`config.mk`:
```
export PLATFORM = sky130hd
export DESIGN_NAME = serial_parity_receiver_flat
export DESIGN_NICKNAME = d
export VERILOG_FILES = /design/src/rtl/serial_link_pkg.sv /design/src/rtl/serial_parity_receiver_if.sv /design/src/rtl/serial_parity_receiver_parity_accumulator.sv /design/src/rtl/serial_parity_receiver.sv /design/src/flat_wrapper.sv
export SDC_FILE = /design/constraint.sdc
export NUM_CORES = 1
export LEC_CHECK = 0
export BUFFER_PORTS_ARGS = -buffer_cell sky130_fd_sc_hd__buf_4
export CORE_MARGIN = 2
export CORE_UTILIZATION = 54
export CTS_BUF_LIST = sky130_fd_sc_hd__clkbuf_8 sky130_fd_sc_hd__clkbuf_16
export CTS_CLUSTER_SIZE = 40
export DETAILED_ROUTE_END_ITERATION = 8
export PLACE_DENSITY = 0.82
export SLEW_MARGIN = 10
export SYNTH_ARGS = -nofsm -noshare
export SYNTH_HDL_FRONTEND = slang
export SYNTH_SLANG_ARGS = --single-unit
```
`constraint.sdc`:
```
create_clock -name i_clk -period 1.73 [get_ports i_clk]
set_clock_uncertainty 0.05 [all_clocks]
set_input_delay 0.2595 -clock i_clk [delete_from_list [all_inputs] [get_ports i_clk]]
set_output_delay 0.2595 -clock i_clk [all_outputs]
set_load 0.03 [all_outputs]
```
`src/rtl/serial_link_pkg.sv`:
```
// Shared definitions for the serial parity link: receiver states, line levels
// and the parity helper also used by the companion transmitter.
package serial_link_pkg;

  localparam int unsigned MAX_DATA_BITS = 8;

  typedef enum logic [2:0] {
    RX_IDLE,
    RX_DATA,
    RX_PARITY,
    RX_STOP,
    RX_WAIT_HIGH
  } rx_state_e;

  localparam logic IDLE_LEVEL  = 1'b1;
  localparam logic START_LEVEL = 1'b0;
  localparam logic STOP_LEVEL  = 1'b1;

  // XOR reduction of a (zero-padded) bit vector, inverted for odd parity
  function automatic logic parity_of(input logic [MAX_DATA_BITS-1:0] i_bits,
                                     input logic                     i_odd);
    return (^i_bits) ^ i_odd;
  endfunction

endpackage

```
`src/rtl/serial_parity_receiver_if.sv`:
```
// Strobe/line inputs and decoded-word outputs of the serial parity receiver.
interface serial_parity_receiver_if #(
  parameter int unsigned DATA_BITS = 4
);

  logic                 sample_en;
  logic                 rx;
  logic [DATA_BITS-1:0] data;
  logic                 valid;
  logic                 parity_err;
  logic                 frame_err;
  logic                 busy;

  modport master (
    output sample_en, rx,
    input  data, valid, parity_err, frame_err, busy
  );

  modport slave (
    input  sample_en, rx,
    output data, valid, parity_err, frame_err, busy
  );

endinterface

```
`src/rtl/serial_parity_receiver_parity_accumulator.sv`:
```
// One-bit running XOR of the sampled line, cleared at each start bit.
module parity_accumulator (
  input  logic i_clk,
  input  logic i_rst_n,
  input  logic i_clr,
  input  logic i_en,
  input  logic i_din,
  output logic o_acc
);

  import serial_link_pkg::*;

  logic r_acc;
  logic w_acc_nxt;

  assign w_acc_nxt = parity_of(MAX_DATA_BITS'({r_acc, i_din}), 1'b0);

  always_ff @(posedge i_clk) begin
    if (!i_rst_n) begin
      r_acc <= 1'b0;
    end else if (i_clr) begin
      r_acc <= 1'b0;
    end else if (i_en) begin
      r_acc <= w_acc_nxt;
    end
  end

  assign o_acc = r_acc;

endmodule

```
`src/rtl/serial_parity_receiver.sv`:
```
// Frame receiver: start bit, DATA_BITS data bits LSB first, parity, stop.
// Reports the recovered word with parity/framing flags on a one-cycle VALID.
module serial_parity_receiver #(
  parameter int unsigned DATA_BITS  = 4,
  parameter bit          ODD_PARITY = 1'b0
) (
  input  logic                     i_clk,
  input  logic                     i_rst_n,
  serial_parity_receiver_if.slave  link
);

  import serial_link_pkg::*;

  localparam int unsigned     CNT_W    = $clog2(DATA_BITS + 1);
  localparam logic [CNT_W-1:0] LAST_BIT = CNT_W'(DATA_BITS - 1);

  rx_state_e            r_state;
  rx_state_e            w_state_nxt;
  logic [CNT_W-1:0]     r_cnt;
  logic [DATA_BITS-1:0] r_shift;
  logic [DATA_BITS-1:0] w_shift_nxt;
  logic [DATA_BITS-1:0] r_data;
  logic                 r_valid;
  logic                 r_perr;
  logic                 r_ferr;
  logic                 r_busy;
  logic                 w_start;
  logic                 w_shift;
  logic                 w_acc_en;
  logic                 w_load;
  logic                 w_acc;

  always_ff @(posedge i_clk) begin
    if (!i_rst_n) begin
      r_state <= RX_IDLE;
    end else begin
      r_state <= w_state_nxt;
    end
  end

  // Next state and datapath controls; nothing moves without a sample strobe
  always_comb begin
    w_state_nxt = r_state;
    w_start     = 1'b0;
    w_shift     = 1'b0;
    w_acc_en    = 1'b0;
    w_load      = 1'b0;
    case (r_state)
      RX_IDLE: begin
        if (link.sample_en && (link.rx == START_LEVEL)) begin
          w_start     = 1'b1;
          w_state_nxt = RX_DATA;
        end
      end
      RX_DATA: begin
        if (link.sample_en) begin
          w_shift  = 1'b1;
          w_acc_en = 1'b1;
          if (r_cnt == LAST_BIT) begin
            w_state_nxt = RX_PARITY;
          end
        end
      end
      RX_PARITY: begin
        if (link.sample_en) begin
          w_acc_en    = 1'b1;
          w_state_nxt = RX_STOP;
        end
      end
      RX_STOP: begin
        if (link.sample_en) begin
          w_load      = 1'b1;
          w_state_nxt = (link.rx == STOP_LEVEL) ? RX_IDLE : RX_WAIT_HIGH;
        end
      end
      RX_WAIT_HIGH: begin
        if (link.sample_en && (link.rx == IDLE_LEVEL)) begin
          w_state_nxt = RX_IDLE;
        end
      end
      default: begin
        w_state_nxt = RX_IDLE;
      end
    endcase
  end

  always_ff @(posedge i_clk) begin
    if (!i_rst_n) begin
      r_cnt <= '0;
    end else if (w_start) begin
      r_cnt <= '0;
    end else if (w_shift) begin
      r_cnt <= r_cnt + CNT_W'(1);
    end
  end

  // Shift in at the MSB so the first received bit ends up at bit 0
  generate
    if (DATA_BITS > 1) begin : g_shift_wide
      assign w_shift_nxt = {link.rx, r_shift[DATA_BITS-1:1]};
    end else begin : g_shift_single
      assign w_shift_nxt = link.rx;
    end
  endgenerate

  always_ff @(posedge i_clk) begin
    if (!i_rst_n) begin
      r_shift <= '0;
    end else if (w_shift) begin
      r_shift <= w_shift_nxt;
    end
  end

  parity_accumulator u_parity_acc (
    .i_clk   (i_clk),
    .i_rst_n (i_rst_n),
    .i_clr   (w_start),
    .i_en    (w_acc_en),
    .i_din   (link.rx),
    .o_acc   (w_acc)
  );

  always_ff @(posedge i_clk) begin
    if (!i_rst_n) begin
      r_data  <= '0;
      r_valid <= 1'b0;
      r_perr  <= 1'b0;
      r_ferr  <= 1'b0;
      r_busy  <= 1'b0;
    end else begin
      r_valid <= w_load;
      r_busy  <= (w_state_nxt != RX_IDLE);
      if (w_load) begin
        r_data <= r_shift;
        r_perr <= w_acc ^ ODD_PARITY;
        r_ferr <= (link.rx != STOP_LEVEL);
      end
    end
  end

  assign link.data       = r_data;
  assign link.valid      = r_valid;
  assign link.parity_err = r_perr;
  assign link.frame_err  = r_ferr;
  assign link.busy       = r_busy;

endmodule

```
`src/flat_wrapper.sv`:
```
// flat-port wrapper written by rule: the top's interface ports become plain ports
module serial_parity_receiver_flat import serial_link_pkg::*;
#(
  parameter int unsigned DATA_BITS  = 4,
  parameter bit          ODD_PARITY = 1'b0
)
  (i_clk, i_rst_n, link_sample_en, link_rx, link_data, link_valid, link_parity_err, link_frame_err, link_busy);
  serial_parity_receiver_if #(.DATA_BITS(DATA_BITS)) link_i ();
  input  logic i_clk;
  input  logic i_rst_n;
  input wire logic [$bits(link_i.sample_en)-1:0] link_sample_en;
  input wire logic [$bits(link_i.rx)-1:0] link_rx;
  output wire logic [$bits(link_i.data)-1:0] link_data;
  output wire logic [$bits(link_i.valid)-1:0] link_valid;
  output wire logic [$bits(link_i.parity_err)-1:0] link_parity_err;
  output wire logic [$bits(link_i.frame_err)-1:0] link_frame_err;
  output wire logic [$bits(link_i.busy)-1:0] link_busy;
  assign link_i.sample_en = link_sample_en;
  assign link_i.rx = link_rx;
  assign link_data = link_i.data;
  assign link_valid = link_i.valid;
  assign link_parity_err = link_i.parity_err;
  assign link_frame_err = link_i.frame_err;
  assign link_busy = link_i.busy;
  serial_parity_receiver #(.DATA_BITS(DATA_BITS), .ODD_PARITY(ODD_PARITY)) u_core (.i_clk(i_clk), .i_rst_n(i_rst_n), .link(link_i));
endmodule
```
==> impl_metrics.env <==
export IMPL_status="completed"
export IMPL_hold_start="i_rst_n"
export IMPL_clkTransAtPathRegs_ns=0.07
export IMPL_slowest_delay_ns=0.49
export IMPL_clk_latency_ns=0.25
export IMPL_htree_levels=1
export IMPL_ys_seq_area_share_pct=42.0
export IMPL_finalHoldViolCount=0
export IMPL_layout_nets=101
export IMPL_crit_type="reg -> reg"
export IMPL_p_leak_nw=0.404
export IMPL_grt_max_degree=18
export IMPL_final_common_cell="dfxtp_1"
export IMPL_ys_warn_count=0
export IMPL_synth_top_cell_area_share_pct=42.0
export IMPL_antenna_left=0
export IMPL_areaGrowthSynthToFinish_pct=11.3
export IMPL_timing_rr_start="u_core.r_state[1]"
export IMPL_core_um2=1540
export IMPL_max_freq_ghz=0.720
export IMPL_die_area_um2=2020
export IMPL_cts_tree="built"
export IMPL_ys_ff_latch=19
export IMPL_synth_flop_cell="dfxtp_1"
export IMPL_place_ws_ns=0.330
export IMPL_antennaDiodeCount=0
export IMPL_syn_mean_instance_area_um2=10.8
export IMPL_ys_types=34
export IMPL_grt_pass1_vias=573
export IMPL_first_pass_iters=4
export IMPL_critical_path_peak_fanout=9
export IMPL_yosysTopAreaCell="dfxtp_1"
export IMPL_die_h_um=44.9
export IMPL_hpwl_um=983
export IMPL_critical_path_slowest_cell="and4b_1"
export IMPL_grt_util_all_layers_pct=16.9
export IMPL_report_final_setup_viol=0
export IMPL_fp_row_count=14
export IMPL_synth_edf_count=0
export IMPL_clock_sinks=19
export IMPL_postLayoutSetupSlackWorst_ns=0.341
export IMPL_post_cts_buffers=0
export IMPL_place_congestion=0.761
export IMPL_async_flop_share_pct=0
export IMPL_mostFrequentLayoutCells="19 x dfxtp_1, 13 x buf_4, 10 x mux2i_1"
export IMPL_critical_path_required_ns=1.83
export IMPL_p_per_area_nw_per_um2=810
export IMPL_cts_inserted_buffers=3
export IMPL_rsz0062_at_grt="false"
export IMPL_start_util_pct=58.7
export IMPL_finalSetupTns_ns=0
export IMPL_drt_wl_total_mm=1.42
export IMPL_worst_pin_slew_ns=0.416
export IMPL_hp_class="in -> reg"
export IMPL_root_buffer="clkbuf_8"
export IMPL_cp_cell_sequence="and4b_1, mux2i_1, nor2b_1"
export IMPL_yosys_top_cells_area="dfxtp_1 42%, mux2i_1 11%, nor2b_1 6.2%"
export IMPL_die_w_um=44.9
export IMPL_grt_pass1_wl_mm=2.47
export IMPL_timing_final_crit_share_pct=80.3
export IMPL_wl_per_cell_um=12.9
export IMPL_crit_arrival_ns=1.49
export IMPL_via_per_inst=5.52
export IMPL_globalRouteOverflowTotal=0
export IMPL_drc=0
export IMPL_cp_end_kind="flip-flop"
export IMPL_io_pins=12
export IMPL_fin_crit_ns=1.39
export IMPL_postCtsResizedCells=0
export IMPL_relSlewSlack_pct=71.5
export IMPL_critPathLaunchType="flip-flop"
export IMPL_irDropWorstVdd_v=0.000679
export IMPL_slew_violations=0
export IMPL_synth_nets=90
export IMPL_vias=607
export IMPL_cp_startpoint="u_core.r_state[1]"
export IMPL_port_buffers=11
export IMPL_dr_first_iter_drc_count=14
export IMPL_synth_cells=84
export IMPL_clock_tree_buffer_depth=2
export IMPL_cts_hold_buffers_added=0
export IMPL_antenna_found_initial=0
export IMPL_syn_area_um2=905
export IMPL_drv_cap=0
export IMPL_final_layout_size_suffix_gt1_share_pct=26.6
worst paths after layout:
check                               end  slack, ns  depth (start not counted)
hold / removal        u_core.r_state[2]       0.28                          2
hold reg to reg   u_core.link.frame_err       0.46                          1
setup / recovery    u_core.link.data[0]       0.34                          3
setup reg to reg    u_core.link.data[0]       0.34                          3
power breakdown:
part           leakage [nW]  internal [mW]  switching (mW)
Combinational         0.229         0.0291          0.0336
Clock                0.0217          0.162           0.141
Sequential            0.154          0.444         0.00514
Total                 0.404          0.635           0.180
logic make-up (layout without fill, tap and decap cells):
logic type,count (synthesis),after routing,synth area share [%]
AND/OR/NAND/NOR,28,28,20.3
buffers and inverters,9,19,7.88
adder cells (fa/ha/maj),2,2,2.77
XOR/XNOR,2,2,1.94
multiplexers,11,11,12.3
AO/OA/AOI/OAI,13,13,12.7
flip-flops,19,19,42.0
metal layers:
layer  track usage, %  part of all wire, %  vias to the layer above
met4             7.06                    0                        0
met3             5.20                  3.7                        0
li1                 -                    -                      316
met1             21.1                   48                      283
met5                0                    0                        -
met2             27.1                   49                        8
final cells by class:
type	count	area, um^2
clock buffers	3	41.3
clock inverters	1	7.51
fillers	121	534
inverters	2	7.51
multi-input cells	56	453
flip-flops and latches	19	380
well taps	16	20.0
repair buffers	13	97.6
stage by stage:
| stage | hold slack, ns | instances | utilization, % | instance area (um^2) | power (mW) |
|---|---|---|---|---|---|
| 2_1_floorplan | 0.338 | 84 | - | 905 | 0.511 |
| 3_3_place_gp | 0.433 | 106 | 62.2 | 958 | 0.520 |
| 3_5_place_dp | 0.445 | 106 | 62.2 | 958 | 0.522 |
| 4_1_cts | 0.271 | 110 | 65.3 | 1010 | 0.830 |
| 5_1_grt | 0.274 | 110 | 65.3 | 1010 | 0.855 |
| 6_report | 0.281 | 110 | 65.3 | 1010 | 0.815 |
cell usage after synthesis, types with 2 or more instances:
cell type,number
nand2b_1,2
nor2b_1,9
buf_6,4
inv_1,2
o211a_1,2
mux2i_1,10
buf_4,2
a21oi_1,2
nand2_1,5
nor2_1,3
dfxtp_1,19
ha_1,2
critical path, delay by kind of cell (launching register included):
family | cells | cell delay [ns]
flip-flops | 1 | 0.43
AND/OR/NAND/NOR | 2 | 0.56
multiplexers | 1 | 0.24
registers in the layout, summed over array words and instances, names as in the netlist:
register,flops
u_core.link.data,4
u_core.link.frame_err,1
u_core.link.valid,1
u_core.u_parity_acc.o_acc,1
u_core.r_shift,4
u_core.link.busy,1
u_core.r_state,3
u_core.r_cnt,3
u_core.link.parity_err,1
(Power assumes the default switching activity.)
